<file path="src/rtl/shift_arbiter_pkg.sv">
// +-----------------------------------------------------------------------------+
// | Module      : shift_arbiter_pkg                                             |
// | Description : Shared types and default parameters for shift_arbiter.        |
// | Revision    : 1.0 - initial release                                         |
// +-----------------------------------------------------------------------------+
`default_nettype none

package shift_arbiter_pkg;

  localparam int c_N_DEFAULT = 16;
  localparam int c_S_DEFAULT = 4;
  localparam int c_R_DEFAULT = 4;

  typedef enum logic [0:0] {
    EMPTY = 1'b0,
    FULL  = 1'b1
  } state_t;

endpackage

`default_nettype wire

</file>
<file path="src/rtl/shift_arbiter_shift_left.sv">
// +-----------------------------------------------------------------------------+
// | Module      : shift_left                                                    |
// | Description : Combinational logical left shift, result truncated to N bits. |
// | Revision    : 1.0 - initial release                                         |
// +-----------------------------------------------------------------------------+
`default_nettype none

module shift_left #(
  parameter int N = 16,
  parameter int S = 4
) (
  input  logic [N-1:0] a,
  input  logic [S-1:0] b,
  output logic [N-1:0] y
);

  // Shift amounts of N or more naturally produce zero.
  assign y = a << b;

endmodule

`default_nettype wire

</file>
<file path="src/rtl/shift_arbiter.sv">
// +-----------------------------------------------------------------------------+
// | Module      : shift_arbiter                                                 |
// | Description : Round-robin arbiter sharing one left shifter among R clients, |
// |               with a single-entry registered result stage.                  |
// | Revision    : 1.0 - initial release                                         |
// +-----------------------------------------------------------------------------+
`default_nettype none

module shift_arbiter
  import shift_arbiter_pkg::*;
#(
  parameter int N  = c_N_DEFAULT,
  parameter int S  = c_S_DEFAULT,
  parameter int R  = c_R_DEFAULT,
  parameter int IW = $clog2(R)
) (
  input  logic                 clk,
  input  logic                 rst_n,
  input  logic [R-1:0]         req_valid,
  output logic [R-1:0]         req_ready,
  input  logic [R-1:0][N-1:0]  req_a,
  input  logic [R-1:0][S-1:0]  req_b,
  output logic                 res_valid,
  input  logic                 res_ready,
  output logic [N-1:0]         res_data,
  output logic [IW-1:0]        res_id
);

  state_t        r_state;
  state_t        w_state_nxt;
  logic [IW-1:0] r_ptr;
  logic [IW-1:0] w_ptr_nxt;
  logic [N-1:0]  r_data;
  logic [IW-1:0] r_id;

  logic [IW:0]   w_idx;
  logic [IW-1:0] w_gidx;
  logic          w_found;
  logic          w_free;
  logic          w_grant;
  logic [N-1:0]  w_sel_a;
  logic [S-1:0]  w_sel_b;
  logic [N-1:0]  w_shift;

  // Round-robin search starting at r_ptr; first valid index wins.
  always_comb begin
    w_found = 1'b0;
    w_gidx  = '0;
    w_idx   = '0;
    for (int k = 0; k < R; k++) begin
      w_idx = {1'b0, r_ptr} + (IW+1)'(k);
      if (w_idx >= (IW+1)'(R)) begin
        w_idx = w_idx - (IW+1)'(R);
      end
      if (!w_found && req_valid[w_idx[IW-1:0]]) begin
        w_found = 1'b1;
        w_gidx  = w_idx[IW-1:0];
      end
    end
  end

  // rst_n gates the grant so no requester is accepted while reset is held.
  assign w_free  = rst_n && ((r_state == EMPTY) || res_ready);
  assign w_grant = w_free && w_found;

  always_comb begin
    req_ready = '0;
    if (w_grant) begin
      req_ready[w_gidx] = 1'b1;
    end
  end

  assign w_ptr_nxt = (w_gidx == IW'(R-1)) ? '0 : w_gidx + 1'b1;

  assign w_sel_a = req_a[w_gidx];
  assign w_sel_b = req_b[w_gidx];

  shift_left #(
    .N (N),
    .S (S)
  ) u_shift_left (
    .a (w_sel_a),
    .b (w_sel_b),
    .y (w_shift)
  );

  always_ff @(posedge clk or negedge rst_n) begin
    if (!rst_n) begin
      r_state <= EMPTY;
    end else begin
      r_state <= w_state_nxt;
    end
  end

  always_comb begin
    w_state_nxt = r_state;
    case (r_state)
      EMPTY:   if (w_grant) w_state_nxt = FULL;
      FULL:    if (res_ready && !w_grant) w_state_nxt = EMPTY;
      default: w_state_nxt = EMPTY;
    endcase
  end

  always_ff @(posedge clk or negedge rst_n) begin
    if (!rst_n) begin
      r_data <= '0;
      r_id   <= '0;
      r_ptr  <= '0;
    end else if (w_grant) begin
      r_data <= w_shift;
      r_id   <= w_gidx;
      r_ptr  <= w_ptr_nxt;
    end
  end

  assign res_valid = (r_state == FULL);
  assign res_data  = r_data;
  assign res_id    = r_id;

endmodule

`default_nettype wire

</file>
<file path="config.mk">
export PLATFORM = sky130hd
export DESIGN_NAME = shift_arbiter
export DESIGN_NICKNAME = d
export VERILOG_FILES = /design/src/rtl/shift_arbiter_pkg.sv /design/src/rtl/shift_arbiter_shift_left.sv /design/src/rtl/shift_arbiter.sv
export SDC_FILE = /design/constraint.sdc
export NUM_CORES = 1
export LEC_CHECK = 0
export ABC_AREA = 0
export BUFFER_PORTS_ARGS = -buffer_cell sky130_fd_sc_hd__buf_2
export CORE_MARGIN = 5
export CORE_UTILIZATION = 53
export CTS_BUF_LIST = sky130_fd_sc_hd__clkbuf_2
export CTS_CLUSTER_SIZE = 14
export DETAILED_ROUTE_END_ITERATION = 6
export PLACE_DENSITY = 0.89
export SLEW_MARGIN = 30
export SYNTH_ARGS = -nofsm -noshare
export SYNTH_HDL_FRONTEND = slang
export SYNTH_HIERARCHICAL = 1
export SYNTH_SLANG_ARGS = --single-unit
</file>
<file path="constraint.sdc">
create_clock -name clk -period 7.9 [get_ports clk]
set_clock_uncertainty 0.2 [all_clocks]
set_input_delay 1.185 -clock clk [delete_from_list [all_inputs] [get_ports clk]]
set_output_delay 1.185 -clock clk [all_outputs]
set_load 0.02 [all_outputs]
</file>
Word-level counts from Yosys, hierarchy flattened

Index checks and enable logic that the tools add are counted.

Add/sub/neg operators: 8
Multiply operators: 0
Div/mod/pow operators: 0
Magnitude comparators: 10
Eq/ne operators: 1
Shift-type cells: 1
Multiplexer cells: 31
Bitwise gates (word level): 1
Reduce and logical (&&, ||, !) cells: 12

Operators by type and width:

| cell                  | number |
|---|---|
| $bmux W16 S2          | 1 |
| $mux W2               | 9 |
| $mux W16              | 1 |
| $shl A16 B4 Y16       | 1 |
| $lt A2 B3 Y1 const B  | 5 |
| $mux W1               | 11 |
| $ge A3 B3 Y1 const B  | 3 |
| $bmux W1 S2           | 4 |
| $bmux W4 S2           | 1 |
| $mux W4               | 2 |
| $sub A2 B1 Y2 const B | 4 |
| $logic_and A1 B1 Y1   | 7 |
| $add A2 B2 Y3 const B | 2 |
| $logic_not A1 Y1      | 4 |
| $add A2 B1 Y3 const B | 1 |
| $ge A2 B3 Y1 const B  | 1 |
| $add A2 B1 Y2 const B | 1 |
| $demux W1 S2          | 1 |
| $eq A2 B2 Y1 const B  | 1 |
| $ge A2 B1 Y1 const B  | 1 |
| $pmux W1 S2           | 1 |
| $logic_or A1 B1 Y1    | 1 |
| $not A1 Y1            | 1 |

Flip-flop bits (word level): 21
Latch bits: 0
Bits in writable memories: 0
Memory bits (read-only): 0
Input bits: 87
Output and inout bits: 23
Word-level logic and storage cells: 68
Memories kept: 0

Logic depth before layout (Yosys ltp)

Gate-level depths: netlist (run 1).

Depth in word-level cells: 19
Depth in mapped cells: 15

Hierarchy

Netlist (run 1), hierarchy kept.

By module, submodules not included:

| module        | times used | cells each | area each (um^2) |
|---|---|---|---|
| shift_arbiter | 1          | 171        | 1,605.3 |
| shift_left    | 1          | 79         | 759.5 |

Worst setup path after synthesis (run 1)

OpenSTA, ideal clock, no wires.

Path kind: input port to flip-flop
Start: in req_valid[0]
End: reg r_data[15], in the netlist res_data[15]
Arrival: 3,558 ps
Slack: 4,026 ps
Cell stages on the path: 11
Path buffers: 2
Cell sequence: a21o_2 a21oi_1 o22a_1 buf_4 clkbuf_4 mux2i_1 mux4_1 mux2_2 mux2_4 nand2_1 nand2_1

Cells in the longest elaborated chain, start to end: 15
Elaborated cells between the ends (all ways): 28
Those cells by class: 1 x shift; 20 x mux; 7 x reduce/logical

RTL lines:

| what                              | RTL line                       | source |
|---|---|---|
| start: declaration                | shift_arbiter.sv:19            | `input logic [R-1:0] req_valid,` |
| $bmux W1 S2                       | shift_arbiter.sv:55            | `if (!w_found && req_valid[w_idx[IW-1:0]]) begin` |
| $mux W1 (implied by the code)     | shift_arbiter.sv:55            |  |
| $mux W1                           | shift_arbiter.sv:55            |  |
| $logic_not A1 Y1                  | shift_arbiter.sv:55            |  |
| $logic_and A1 B1 Y1               | shift_arbiter.sv:55            |  |
| $mux W1                           | shift_arbiter.sv:55            |  |
| $logic_not A1 Y1                  | shift_arbiter.sv:55            |  |
| $logic_and A1 B1 Y1               | shift_arbiter.sv:55            |  |
| $mux W1                           | shift_arbiter.sv:55            |  |
| $logic_not A1 Y1                  | shift_arbiter.sv:55            |  |
| $logic_and A1 B1 Y1               | shift_arbiter.sv:55            |  |
| $mux W2 (*)                       | shift_arbiter.sv:55            |  |
| $bmux W4 S2 (*)                   | shift_arbiter.sv:76            | `assign w_sel_b = req_b[w_gidx];` |
| $mux W4 (implied by the code) (*) | shift_arbiter.sv:76            |  |
| named net w_sel_b[2]              | shift_arbiter.sv:42            | `logic [S-1:0] w_sel_b;` |
| $shl A16 B4 Y16 (*)               | shift_arbiter_shift_left.sv:18 | `assign y = a << b;` |
| named net w_shift[15]             | shift_arbiter.sv:43            | `logic [N-1:0] w_shift;` |
| end signal: assignment            | shift_arbiter.sv:110           | `r_data <= w_shift;` |
| end: declaration                  | shift_arbiter.sv:33            | `logic [N-1:0] r_data;` |

The timed path passes the listed nets; every way through them passes the cells marked *. The select of a mux whose other input is x is not followed.
A chain may end at the register's enable or synchronous reset.

Final worst setup path (run 1)

Start: in req_valid[2]
End: reg r_data[15], in the netlist res_data[15]

The elaborated chain is that of the path after synthesis.

==> reports/qor.yml, run 1 <==
status: "complete, no violations"
post-route-min-period_ns: 4.592
grt_pass1_wl_um: 10360
crit_required_ns: 7.94
clk_latency_ns: 0.32
ir_drop_uv: 229.2
final_core_util_pct: 66.47
synth_nets: 337
synth_top_area_share_pct: 34.29
synth_area_um2: 2365
grt_max_degree: 30
dr.pass1.iters: 4
relSlewSlack_pct: 48.11
endpoint_kind: "register"
crit_buf_inv: 4
rsz0062_at_grt: "false"
synth-edff-count: 0
cts_hold_buffers: 0
fin_tns_setup_ns: 0
antenna_found_initial: 0
synth_seq_cells: 21
power-per-cell-area_nw_per_um2: 340.9
vias: 2228
cts_sinks: 21
yosysUniqueCellTypes: 37
routabilityCongestion: 0.9239
first_iter_violations: 106
syn2layout_area_growth_pct: 22.38
n_fill_cell: 334
path_clk_slew_ns: 0.20
drive_gt1_share_pct: 39.94
fmax_mhz: 217.8
place_area_um2: 2874
die_x_um: 76.80
io_pins: 110
clk_path_buf_depth: 2
synth-main-ff-cell: "dfrtp_1"
synthTopCellsByArea: "mux2i_1 34%, dfrtp_1 22%, mux4_2 9.5%"
crit_chain: "buf_2, inv_1, o221a_1, o22ai_4, buf_4, mux2i_1, mux2i_2, buf_4, mux4_2, mux2_2, mux2_4, nand2_1, nand2_1"
worstPathMaxFanout: 29
die_y_um: 76.80
grt.met2_usage_pct: 34.80
ant_nets: 0
cts_resized: 0
holdCritStartpoint: "res_data[6]$_DFFE_PN0P_"
slew_violations: 0
placementRows: 24
yosys_warnings: 6
grt-busiest-layer: "met2"
coreArea_um2: 4354
cts_tree: "yes"
whs_endpoint: "res_data[6]$_DFFE_PN0P_"
timing_worst_setup_path_type: "in -> reg"
timing.rr.start: "r_ptr[0]$_DFFE_PN0P_"
synthTopCellsByCount: "81 x mux2i_1, 58 x nand2_1, 21 x dfrtp_1, 11 x nor2_1, 10 x mux4_2"
hold_viol_final: 0
setup_viol: 0
async_reset_ff_share_pct: 100.0
cts_setup_buffers: 0
synth_cells: 250
grt.met1_usage_pct: 27.02
ys_seq_area_share_pct: 22.22
yosysMostFrequentCell: "mux2i_1"
numCtsBuffers: 3
wl_per_cell_um: 15.26
hpwl_um: 4953
cts_root_buffer: "clkbuf_2"
grt_pass1_vias: 2324
report.power.total_uw: 986.6
regArea_um2: 525.5
ff2ff_setup_slack_ns: 3.88
die_area_um2: 5897
tightest_slew_ns: 0.7784
start_util_pct: 54.31
crit_family: "multiplexers"
routed_wirelength_um: 6103
min_path_type: "reg -> reg"
nets: 436
remaining_drc_errors: 0
cp.arrival_ns: 4.63
met3_usage_pct: 1.756
avgSynthCellArea_um2: 9.459
crit_path_max_incr_delay_ns: 0.57
multiInputGateArea_um2: 1678
cp-start-kind: "input pin"
hold_path_depth: 2
grt_overflow_total: 0
fin_hold_ws_ns: 0.2941
rr_worst_depth: 11
vias_per_cell: 5.570
rr_endpoint: "res_data[15]$_DFFE_PN0P_"
gr-usage-all-layers_pct: 20.83
period_share_pct: 58.13
htree_levels: 1
leakage_uw: 0.001644
cap_viol_max_count: 0
io_buffers: 109
critPathSlowestCell: "mux4_2"
diodes: 0
fin_area_um2: 2894
synth_top_cell_by_area: "mux2i_1"
==> area by class of cell <==
type,count,share of cell area [%]
clock buffer,3,0.5188
clock inverter,1,0.1729
sequential,21,18.16
inverter,4,0.5188
multi-input combinational,204,57.98
tap,52,2.248
timing repair buffer,115,20.41
==> worst max-delay path by stage <==
stage | start | to | slack [ns] | cells after the start
after global routing | req_valid[2] | res_data[15]$_DFFE_PN0P_ | 3.12 | 13
final | req_valid[2] | res_data[15]$_DFFE_PN0P_ | 3.31 | 13
after CTS | req_valid[2] | res_data[15]$_DFFE_PN0P_ | 3.31 | 13
after floorplan | req_valid[0] | res_data[15]$_DFFE_PN0P_ | 4.03 | 11
after global placement | req_valid[2] | res_data[15]$_DFFE_PN0P_ | 3.12 | 13
after detailed placement | req_valid[2] | res_data[15]$_DFFE_PN0P_ | 2.94 | 13
==> kinds of logic (layout without fill, tap and decap cells) <==
family,Yosys count,in the layout,synth area share (%)
mux,96,96,47.62
simple gates,84,84,14.97
buf+inv,25,123,8.412
compound gates,23,23,6.402
flops,21,21,22.22
xor+xnor,1,1,0.3704
==> per-layer routing <==
layer | vias up | share of wire [%]
met5 | - | 0
met4 | 0 | 2.7
met3 | 18 | 7.7
met2 | 116 | 50
met1 | 999 | 40
li1 | 1095 | -
==> flip-flops by register name (all words and copies together) (netlist names) <==
register and count:
res_data 16, res_valid 1, r_ptr 2, res_id 2
==> worst min-delay path: stages, from the launching register on <==
cell	delay [ns]
dfrtp_1	0.38
nand2_1	0.05
nand2_1	0.05
==> cell usage in the layout, fill, tap and decap left out, types with 2 or more instances in the layout <==
| cell | n |
|---|---|
| mux2i_2 | 3 |
| clkbuf_2 | 3 |
| mux2_2 | 2 |
| inv_1 | 3 |
| a211oi_1 | 2 |
| mux4_1 | 2 |
| buf_4 | 6 |
| nor2_1 | 11 |
| nand2b_1 | 3 |
| dfrtp_1 | 21 |
| mux2i_1 | 77 |
| nor2b_1 | 5 |
| nor3b_1 | 2 |
| o21ai_0 | 5 |
| buf_2 | 109 |
| nand2_1 | 58 |
| a21oi_1 | 7 |
| mux4_2 | 10 |
| nor4_1 | 2 |
==> where the power goes <==
group / internal [uW] / switching (uW)
registers: 148 / 21.7
logic: 353 / 419
clock network: 11.5 / 33.5
total: 512 / 474
==> stage by stage <==
| step | cells | setup WS [ns] |
|---|---|---|
| global route | 400 | 3.122 |
| detailed placement | 396 | 2.944 |
| global placement | 396 | 3.116 |
| CTS | 400 | 3.311 |
| floorplan | 250 | 4.026 |
| finish | 400 | 3.308 |
Note: power is estimated with default switching activity, not from simulation.
==> run 2, diff against run 1 <==
--- a/config.mk
+++ b/config.mk
@@ -8,11 +8,11 @@
 export ABC_AREA = 0
 export BUFFER_PORTS_ARGS = -buffer_cell sky130_fd_sc_hd__buf_2
 export CORE_MARGIN = 5
-export CORE_UTILIZATION = 53
+export CORE_UTILIZATION = 44
 export CTS_BUF_LIST = sky130_fd_sc_hd__clkbuf_2
 export CTS_CLUSTER_SIZE = 14
 export DETAILED_ROUTE_END_ITERATION = 6
-export PLACE_DENSITY = 0.89
+export PLACE_DENSITY = 0.79
 export SLEW_MARGIN = 30
 export SYNTH_ARGS = -nofsm -noshare
 export SYNTH_HDL_FRONTEND = slang
==> constraint.sdc (replaced) <==
create_clock -name clk -period 4 [get_ports clk]
set_clock_uncertainty 0.2 [all_clocks]
set_input_delay 0.6 -clock clk [delete_from_list [all_inputs] [get_ports clk]]
set_output_delay 0.6 -clock clk [all_outputs]
set_load 0.02 [all_outputs]
==> reports/qor.yml, run 2 (synthesis gave the netlist of run 1 again) <==
status: "complete, no violations"
cts_hold_buffers: 0  # unchanged
diodes: 0  # unchanged
setup_viol: 0  # unchanged
die_area_um2: 6941  # +18%
htree_levels: 1  # unchanged
report.power.total_uw: 1973  # +100%
endpoint_kind: "register"
leakage_uw: 0.001686  # +2.6%
swShare_pct: 46.71  # -1.4 points
relSlewSlack_pct: 59.23  # +11 points
drive_gt1_share_pct: 41.46  # +1.5 points
routed_wirelength_um: 6038  # -1.1%
cp.arrival_ns: 3.44  # -1.19 ns
first_iter_violations: 132  # +25%
p_clk_share_pct: 4.3  # -0.3 points
power.internal_uw: 1052  # +110%
n_fill_cell: 490  # +47%
slew_violations: 0  # unchanged
dr.pass1.iters: 4  # unchanged
placementRows: 26  # +8.3%
hold_viol_final: 0  # unchanged
routabilityCongestion: 0.8887  # -3.8%
antenna_found_initial: 0  # unchanged
p_switching_uw: 921.8  # +94%
timing_worst_setup_path_type: "in -> reg"
fin_tns_setup_ns: 0  # unchanged
clk_latency_ns: 0.31  # about the same
ant_nets: 0  # unchanged
power-per-cell-area_nw_per_um2: 663.2  # +95%
die_y_um: 83.31  # +8.5%
io_pins: 110  # unchanged
cts_root_buffer: "clkbuf_2"
post-route-min-period_ns: 3.412
die_x_um: 83.31  # +8.5%
pwr-share-seq_pct: 17.0  # -0.2 points
rsz0062_at_grt: "false"
grt_pass1_wl_um: 10340  # -0.19%
cts_sinks: 21  # unchanged
cp-start-kind: "input pin"
clk_path_buf_depth: 2  # unchanged
remaining_drc_errors: 0  # unchanged
grt_max_degree: 23  # -23%
crit_required_ns: 4.03  # -3.91 ns
rr_worst_depth: 10  # -1
ff2ff_setup_slack_ns: 0.61  # -3.27 ns
ir_drop_uv: 327.1  # +43%
grt_overflow_total: 0  # unchanged
vias: 2253  # +1.1%
nets: 445  # +2.1%
cts_tree: "yes"
cts_setup_buffers: 0  # unchanged
combPwrFrac_pct: 78.7  # +0.4 points
wl_per_cell_um: 14.14  # -7.3%
tightest_slew_ns: 0.6115  # -0.1668 ns
grt_pass1_vias: 2390  # +2.8%
min_path_type: "in -> async"
io_buffers: 109  # unchanged
cap_viol_max_count: 0  # unchanged
mostFrequentLayoutCell: "buf_2"
final_cell_mix: "109 x buf_2, 77 x mux2i_1, 58 x nand2_1"
numCtsBuffers: 3  # unchanged
syn2layout_area_growth_pct: 25.82
period_share_pct: 85.29
coreArea_um2: 5172  # +19%
start_util_pct: 45.72  # -8.6 points
fmax_mhz: 293.1
path_clk_slew_ns: 0.18  # -0.02 ns
cts_resized: 0  # unchanged
vias_per_cell: 5.276  # -5.3%
worstPathMaxFanout: 17  # -41%
largest_reg_flops: 16  # unchanged
gr-usage-all-layers_pct: 17.23  # -3.6 points
hpwl_um: 5123  # +3.4%
==> run 2: changes by cell type in the layout (fill, tap and decap cells not counted), sizes merged <==
| cell | change |
|---|---|
| clkbuf | +1 |
| buf | +9 |
| clkinv | -1 |
==> run 2: power groups by stage <==
stage	Clock (uW)	Combinational, uW	Sequential (uW)
2_1_floorplan	0	1170	429
3_3_place_gp	0	1520	339
3_5_place_dp	0	1550	343
4_1_cts	89.9	1560	337
5_1_grt	96.8	1690	347
6_report	84.7	1550	336
==> run 2: routing by layer <==
layer	vias up	global-route usage, %	part of all wire, %
li1	1113	-	-
met1	1052	21.77	43
met2	84	31.05	50
met3	4	2.574	6.7
met4	0	3.418	0.51
met5	-	0	0
==> run 2: path summary, 6_finish.rpt <==
path	startpoint	endpoint
max	req_valid[2]	res_data[15]$_DFFE_PN0P_
min	rst_n	res_id[0]$_DFFE_PN0P_
max reg2reg	r_ptr[0]$_DFFE_PN0P_	res_data[15]$_DFFE_PN0P_
min reg2reg	res_data[3]$_DFFE_PN0P_	res_data[3]$_DFFE_PN0P_
max in group asynchronous	rst_n	res_data[3]$_DFFE_PN0P_
min in group clk	res_data[3]$_DFFE_PN0P_	res_data[3]$_DFFE_PN0P_
==> run 2: per-stage QoR <==
stage          hold slack, ns  cells  utilization (%)  setup slack (ns)  area, um^2
3_5_place_dp           0.2606    423            57.14            0.2171        2955
2_1_floorplan          0.1044    250                -            0.7110        2365
4_1_cts              0.005704    427            57.52            0.5735        2975
6_report             0.006861    427            57.52            0.5883        2975
5_1_grt               0.02127    427            57.52            0.3611        2975
3_3_place_gp           0.2538    423            57.14            0.2901        2955
==> run 2: layout make-up <==
type                    instances  area, um^2  area share (%)
clock buffers                   4       20.02          0.6728
multi-input cells             204        1669           56.10
flip-flops and latches         21       525.5           17.66
repair buffers                124       658.1           22.12
well taps                      70       87.58           2.944
inverters                       4       15.01          0.5046
==> run 2: worst max-delay path, stage by stage <==
cell,delay [ns]
buf_2,0.10
inv_1,0.05
o221a_1,0.28
o22ai_4,0.48
buf_4,0.36
mux2i_1,0.22
mux2i_1,0.18
mux4_2,0.51
mux2_2,0.28
mux2_4,0.26
nand2_1,0.06
nand2_1,0.04
